==> src/rtl/fp_wb_arbiter.sv <==
// Round-robin arbiter merging FP execution-unit intermediate results into the
// single normalization/rounding input, with one registered valid/ready stage.
module fp_wb_arbiter #(
   parameter int NUM_WB_UNITS = 4,
   parameter int ID_W = 2,
   parameter int PAYLOAD_W = 128,
   localparam int SRC_W = $clog2(NUM_WB_UNITS)
) (
   input  logic                              clk,
   input  logic                              rst,
   input  logic [NUM_WB_UNITS-1:0]           unit_done,
   input  logic [NUM_WB_UNITS*ID_W-1:0]      unit_id,
   input  logic [NUM_WB_UNITS*PAYLOAD_W-1:0] unit_payload,
   output logic [NUM_WB_UNITS-1:0]           unit_ack,
   output logic                              out_valid,
   input  logic                              out_ready,
   output logic [ID_W-1:0]                   out_id,
   output logic [PAYLOAD_W-1:0]              out_payload,
   output logic [SRC_W-1:0]                  out_src
);

   logic                 out_valid_q, out_valid_d;
   logic [ID_W-1:0]      out_id_q, out_id_d;
   logic [PAYLOAD_W-1:0] out_payload_q, out_payload_d;
   logic [SRC_W-1:0]     out_src_q, out_src_d;
   logic [SRC_W-1:0]     rr_ptr_q, rr_ptr_d;

   logic [ID_W-1:0]      id_a  [NUM_WB_UNITS];
   logic [PAYLOAD_W-1:0] pay_a [NUM_WB_UNITS];

   logic                 load_en;
   logic                 ack_en;
   logic                 gnt_found;
   logic [SRC_W-1:0]     gnt_idx;
   logic [SRC_W-1:0]     rr_nxt;
   logic [SRC_W:0]       cand;

   for (genvar g = 0; g < NUM_WB_UNITS; g++) begin : g_unpack
      assign id_a[g]  = unit_id[g*ID_W +: ID_W];
      assign pay_a[g] = unit_payload[g*PAYLOAD_W +: PAYLOAD_W];
   end

   // Scan starting at rr_ptr; first requester found wins.
   always_comb begin
      gnt_found = 1'b0;
      gnt_idx   = '0;
      cand      = '0;
      for (int k = 0; k < NUM_WB_UNITS; k++) begin
         cand = {1'b0, rr_ptr_q} + (SRC_W+1)'(k);
         if (cand >= (SRC_W+1)'(NUM_WB_UNITS))
            cand = cand - (SRC_W+1)'(NUM_WB_UNITS);
         if (!gnt_found && unit_done[cand[SRC_W-1:0]]) begin
            gnt_found = 1'b1;
            gnt_idx   = cand[SRC_W-1:0];
         end
      end
   end

   assign load_en = ~out_valid_q | out_ready;
   assign ack_en  = rst & load_en & gnt_found;
   assign rr_nxt  = (gnt_idx == SRC_W'(NUM_WB_UNITS - 1)) ? '0 : gnt_idx + 1'b1;

   always_comb begin
      unit_ack = '0;
      if (ack_en)
         unit_ack[gnt_idx] = 1'b1;
   end

   always_comb begin
      out_valid_d   = out_valid_q;
      out_id_d      = out_id_q;
      out_payload_d = out_payload_q;
      out_src_d     = out_src_q;
      rr_ptr_d      = rr_ptr_q;
      if (ack_en) begin
         out_valid_d   = 1'b1;
         out_id_d      = id_a[gnt_idx];
         out_payload_d = pay_a[gnt_idx];
         out_src_d     = gnt_idx;
         rr_ptr_d      = rr_nxt;
      end else if (out_ready) begin
         out_valid_d = 1'b0;
      end
   end

   always_ff @(posedge clk) begin
      if (!rst) begin
         out_valid_q   <= 1'b0;
         out_id_q      <= '0;
         out_payload_q <= '0;
         out_src_q     <= '0;
         rr_ptr_q      <= '0;
      end else begin
         out_valid_q   <= out_valid_d;
         out_id_q      <= out_id_d;
         out_payload_q <= out_payload_d;
         out_src_q     <= out_src_d;
         rr_ptr_q      <= rr_ptr_d;
      end
   end

   assign out_valid   = out_valid_q;
   assign out_id      = out_id_q;
   assign out_payload = out_payload_q;
   assign out_src     = out_src_q;

   a_ack_onehot : assert property (
      @(posedge clk) disable iff (!rst) $onehot0(unit_ack));

   a_out_stable : assert property (
      @(posedge clk) disable iff (!rst)
      (out_valid_q & ~out_ready) |=>
         (out_valid_q && $stable(out_id_q) &&
          $stable(out_payload_q) && $stable(out_src_q)));

   // Sources must hold a result until it is acknowledged.
   for (genvar g = 0; g < NUM_WB_UNITS; g++) begin : g_src_chk
      a_done_held : assert property (
         @(posedge clk) disable iff (!rst)
         (unit_done[g] & ~unit_ack[g]) |=> unit_done[g]);
   end

endmodule

==> config.mk <==
export PLATFORM = sky130hd
export DESIGN_NAME = fp_wb_arbiter
export DESIGN_NICKNAME = d
export VERILOG_FILES = /design/src/rtl/fp_wb_arbiter.sv
export SDC_FILE = /design/constraint.sdc
export NUM_CORES = 1
export LEC_CHECK = 0
export CORE_AREA = 3 3 255 257
export DETAILED_ROUTE_END_ITERATION = 8
export DIE_AREA = 0 0 258 260
export PLACE_DENSITY = 0.44
export SLEW_MARGIN = 20
export SYNTH_ARGS = -nofsm -noshare
export SYNTH_HDL_FRONTEND = slang
export SYNTH_SLANG_ARGS = --single-unit
==> constraint.sdc <==
create_clock -name clk -period 4.4 [get_ports clk]
set_input_delay 0.88 -clock clk [delete_from_list [all_inputs] [get_ports clk]]
set_output_delay 0.88 -clock clk [all_outputs]
set_load 0.005 [all_outputs]
Yosys cells after proc, flatten, opt, wreduce, memory -nomap -nowiden
Index checks and enable logic that the tools add are counted.
{ "totals": {"regBits": 135, "latch_bits": 0, "ramBits": 0, "rom_bits": 0, "in_bits": 527, "out_inout_bits": 137, "word_cells": 70, "memories": 0} }
{ "classes": {"add_sub_neg": 8, "n_mul": 0, "n_div": 0, "magnitude_cmp": 11, "n_eq_ne": 1, "shifts": 0, "mux": 32, "bitwise_logic": 5, "reduce_logical": 8} }
{ "op_table": {"columns": ["op", "n"], "rows": [
  ["binary-select mux 128 bit (select 2 bit)", 1],
  ["2-to-1 mux 128 bit", 2],
  ["2-to-1 mux 2 bit", 11],
  ["< comparator 2 x 3 -> 1 bit (second input constant)", 5],
  [">= comparator 3 bit (second input constant)", 4],
  ["2-to-1 mux 1 bit", 11],
  ["binary-select mux 1 bit (select 2 bit)", 4],
  ["subtractor 2 x 1 -> 2 bit (second input constant)", 4],
  ["adder 2 x 2 -> 3 bit (second input constant)", 2],
  ["binary-select mux 2 bit (select 2 bit)", 1],
  ["logical AND 1 bit", 4],
  ["2-to-1 mux 4 bit", 1],
  ["adder 2 x 1 -> 3 bit (second input constant)", 1],
  [">= comparator 2 x 3 -> 1 bit (second input constant)", 1],
  ["logical NOT 1 bit", 3],
  ["NOT 2 -> 3 bit", 1],
  ["adder 2 x 1 -> 2 bit (second input constant)", 1],
  ["bitwise AND 1 bit", 2],
  ["demux 1 bit (select 2 bit)", 1],
  ["== test 2 bit (second input constant)", 1],
  [">= comparator 2 x 1 -> 1 bit (second input constant)", 1],
  ["nonzero test 2 bit", 1],
  ["NOT 1 bit", 1],
  ["OR 1 bit", 1]
]} }

Longest topological paths before layout
{ "logic_depth": {"depth_word": 19, "depth_mapped": 8, "ltp_nobuf": 5} }

Worst setup path after synthesis
No wires, ideal clock.
{ "synth_timing": {"path_type": "input to output", "start": "in unit_done[2]", "end": "out unit_ack[3]", "t_arrival_ns": 2.240, "required_time_ns": 3.520, "path_slack_ns": 1.280, "path_stages": 7, "n_path_buf": 3, "cell_sequence": "nor2b_1 -> or4b_1 -> and2_1 -> buf_6 -> buf_6 -> buf_6 -> nor2_1"} }
{ "synth_via": {"elab_chain_len": 17, "word_cells_on_any_way": 29, "classes_between": "order compare: 2; mux: 19; bitwise: 1; reduce/logical: 7"} }
{ "synth_lines": {"columns": ["item", "line_no", "text"], "rows": [
  ["start: declaration", "11", "input logic [NUM_WB_UNITS-1:0] unit_done,"],
  ["binary-select mux 1 bit (select 2 bit)", "52", "if (!gnt_found && unit_done[cand[SRC_W-1:0]]) begin"],
  ["2-to-1 mux 1 bit (not written as such)", "52", null],
  ["2-to-1 mux 1 bit", "52", null],
  ["logical NOT 1 bit", "52", null],
  ["logical AND 1 bit", "52", null],
  ["2-to-1 mux 1 bit", "52", null],
  ["logical NOT 1 bit", "52", null],
  ["logical AND 1 bit", "52", null],
  ["2-to-1 mux 1 bit", "52", null],
  ["logical NOT 1 bit", "52", null],
  ["logical AND 1 bit", "52", null],
  ["2-to-1 mux 2 bit", "52", null],
  ["< comparator 2 x 3 -> 1 bit (not written as such) / >= comparator 2 x 1 -> 1 bit (equally long branches)", "66", "unit_ack[gnt_idx] = 1'b1;"],
  ["logical AND 1 bit (not written as such)", "66", null],
  ["2-to-1 mux 1 bit (not written as such)", "66", null],
  ["demux 1 bit (select 2 bit)", "66", null],
  ["2-to-1 mux 4 bit *", "65", "if (ack_en)"],
  ["end: declaration", "14", "output logic [NUM_WB_UNITS-1:0] unit_ack,"]
]} }
Every way passes the cells marked *; elsewhere a longest branch is shown, timed or not. The select of a mux whose other input is x is not followed.

Final worst setup path
{ "layout_timing": {"start": "in unit_done[2]", "end": "out unit_ack[1]"} }
The elaborated chain is that of the path after synthesis.

==> results.yml <==
synth:
  synth_compound_area_share_pct: 16.2
  syn_area_per_cell_um2: 9.93
  ys_top_cells_by_area: "dfxtp_1 36%, mux2i_1 34%, o221ai_1 15%"
  ys_seq_area_share_pct: 35.5
  synth-seq-cells: 135
  synth_cells: 766
  ys_types: 28
  synthesis.nets: 1293
  synth_top_area_share_pct: 35.5
  ys_warn_count: 0
  synthAdderAreaFrac_pct: 0
  synth_xor_area_share_pct: 0.115
  synth_mux_area_share_pct: 34.2
  yosys.area_share.simple_pct: 7.99
  synthesis.area_mm2: 0.00761
  yosysTopAreaCell: "dfxtp_1"
  synth_top_family_by_area: "multiplexers"
run:
  drv_cap: 0
clock_network:
  clk_latency_ns: 0.46
  cts_buffer_depth: 2
  cts_resized: 0
  ctsHoldBuffers: 0
  postCtsSetupBuffers: 0
  htreeDepth: 4
  cts_made_buffers: 17
  clock_tree.root_cell: "clkbuf_16"
  clk_pin_slew_ns: 0.06
  cts_tree: "done"
  cts_sinks: 135
routing:
  finalWirelength_um: 44800
  avgViaCountPerCell: 3.90
  ant_nets: 0
  drt_iter0_drc: 324
  vias: 8746
  firstDrtPassIters: 6
  wire_per_inst_um: 20.0
  drc: 0
sta:
  drv_slew: 0
  hold_ws_ns: 0.459
  finalHoldViolCount: 0
  skew_ns: 0.0113
  finalCriticalPeriod_ns: 4.05
  setup_violations: 0
  rsz0062_at_grt: "false"
  fin_crit_sh_pct: 91.9
  setup_slack_ns: 0.354
  slew_headroom_pct: 28.1
  max_freq_mhz: 247
  fin_setup_tns_ns: 0
  worst_pin_slew_ns: 1.08
critical_path:
  slowest_delay_ns: 0.55
  reg2reg_depth: 6
  path_class: "in2out"
  critPathMostFrequentCell: "clkdlybuf4s50_1"
  end_kind: "primary output"
  cp_cell_sequence: "clkdlybuf4s50_1, nor2b_1, a21boi_1, o32a_1, nand3b_1, a211oi_1, clkdlybuf4s50_1"
  path_max_fanout: 4
  cp_slowest_cell: "clkdlybuf4s50_1"
  cp.required_ns: 3.52
  worst-endpoint-arrival_ns: 3.17
  startpoint_type: "input pin"
status:
  status: "completed"
global_route:
  grt_pass1_wl_um: 63600
  gr-total-overflow: 0
  grt_usage_pct: 12.9
  antenna_found_initial: 8
  grt_start_max_net_pins: 131
  grt_pass1_vias: 9160
floorplan:
  core_mm2: 0.0630
  start_util_pct: 12.1
  die_y_um: 260
  dieArea_mm2: 0.0671
  io_pins: 664
  num_rows: 92
  fp.dieW_um: 258
power:
  power.density_mw_per_mm2: 326
  p_leak_nw: 6.42
  ir_drop_v: 0.000270
min_path:
  holdPathStages: 2
  hold_path.class: "reg2reg"
finish:
  final_common_cell: "clkdlybuf4s50_1"
  antenna_cells: 0
  final_cell_mix: "663 x clkdlybuf4s50_1, 260 x mux2i_1, 135 x nand2_1, 135 x dfxtp_1, 130 x o221ai_1"
  num-nets-final: 1910
  utilization_pct: 24.8
  area_growth_pct: 105
  layout-drive-gt1-share_pct: 3.01
place:
  gp_congestion: 0.819
  place.port_buffers: 663
  pre_cts_slack_ns: 0.377
  hpwl_um: 34900
-- Yosys cell counts --
cell and n:
mux2i_1 260, dfxtp_1 135, nand2_1 135, o221ai_1 130, clkbuf_1 40, buf_6 22, buf_2 8, nor2_1 6
nor2b_1 4, a21boi_0 3, a21oi_1 3, buf_1 3, and2_1 2, a211o_1 1, a211oi_1 1, a21boi_1 1
a21o_1 1, inv_1 1, nand3_1 1, nand3b_1 1, nor3_1 1, nor4_1 1, o211a_1 1, o21ai_0 1
o32a_1 1, or4_1 1, or4b_1 1, xnor2_1 1
-- cell families after synthesis --
kind of cell,Yosys count
compound gates,143
xor+xnor,1
buf+inv,74
flops,135
mux,260
simple gates,153
-- where the power goes --
group          switching (mW)  total (mW)  internal (mW)  leakage (nW)
sequential              0.115        1.55           1.44          1.12
clock                   0.645        1.54          0.895         0.300
combinational           0.794        2.00           1.20          5.00
-- critical path, delay by kind of cell --
kind,cells,cell delay (ns)
buffers and inverters,2,1.01
AOI/OAI and AO/OA,3,0.79
and+or+nand+nor,2,0.48
-- stage by stage --
step	cell area [um2]	power, mW	cells
global route	15600	5.37	2241
detailed placement	15000	3.60	2210
floorplan	7610	2.47	766
global placement	15000	3.58	2210
CTS	15600	5.21	2241
finish	15600	5.09	2241
-- final timing paths --
kind / slack, ns / to / startpoint
max: 0.35 / unit_ack[1] / unit_done[2]
min: 0.46 / out_payload[61] / out_payload[61]
max reg2reg: 1.76 / out_payload[123] / rr_ptr_q[0]
min reg2reg: 0.46 / out_payload[61] / out_payload[61]
-- flip-flops by register name, indices dropped and copies added (netlist names) --
name and flops:
out_id 2, out_payload 128, out_src 2, out_valid 1, rr_ptr_q 2
-- layout make-up --
type | instances | area, um2
fill | 6685 | 47300
timing repair buffer | 671 | 6780
multi-input combinational | 557 | 4470
sequential | 135 | 2700
tap | 846 | 1060
clock buffer | 21 | 480
clock inverter | 10 | 119
inverter | 1 | 3.75
-- metal layers --
metal	vias to the layer above	share of wire (%)	track usage, %
met3	31	9.0	5.04
met4	2	1.2	3.21
met2	451	51	23.0
li1	4169	-	-
met1	4093	39	14.4
met5	-	0.029	0
Power figures use the tool's default switching activity.
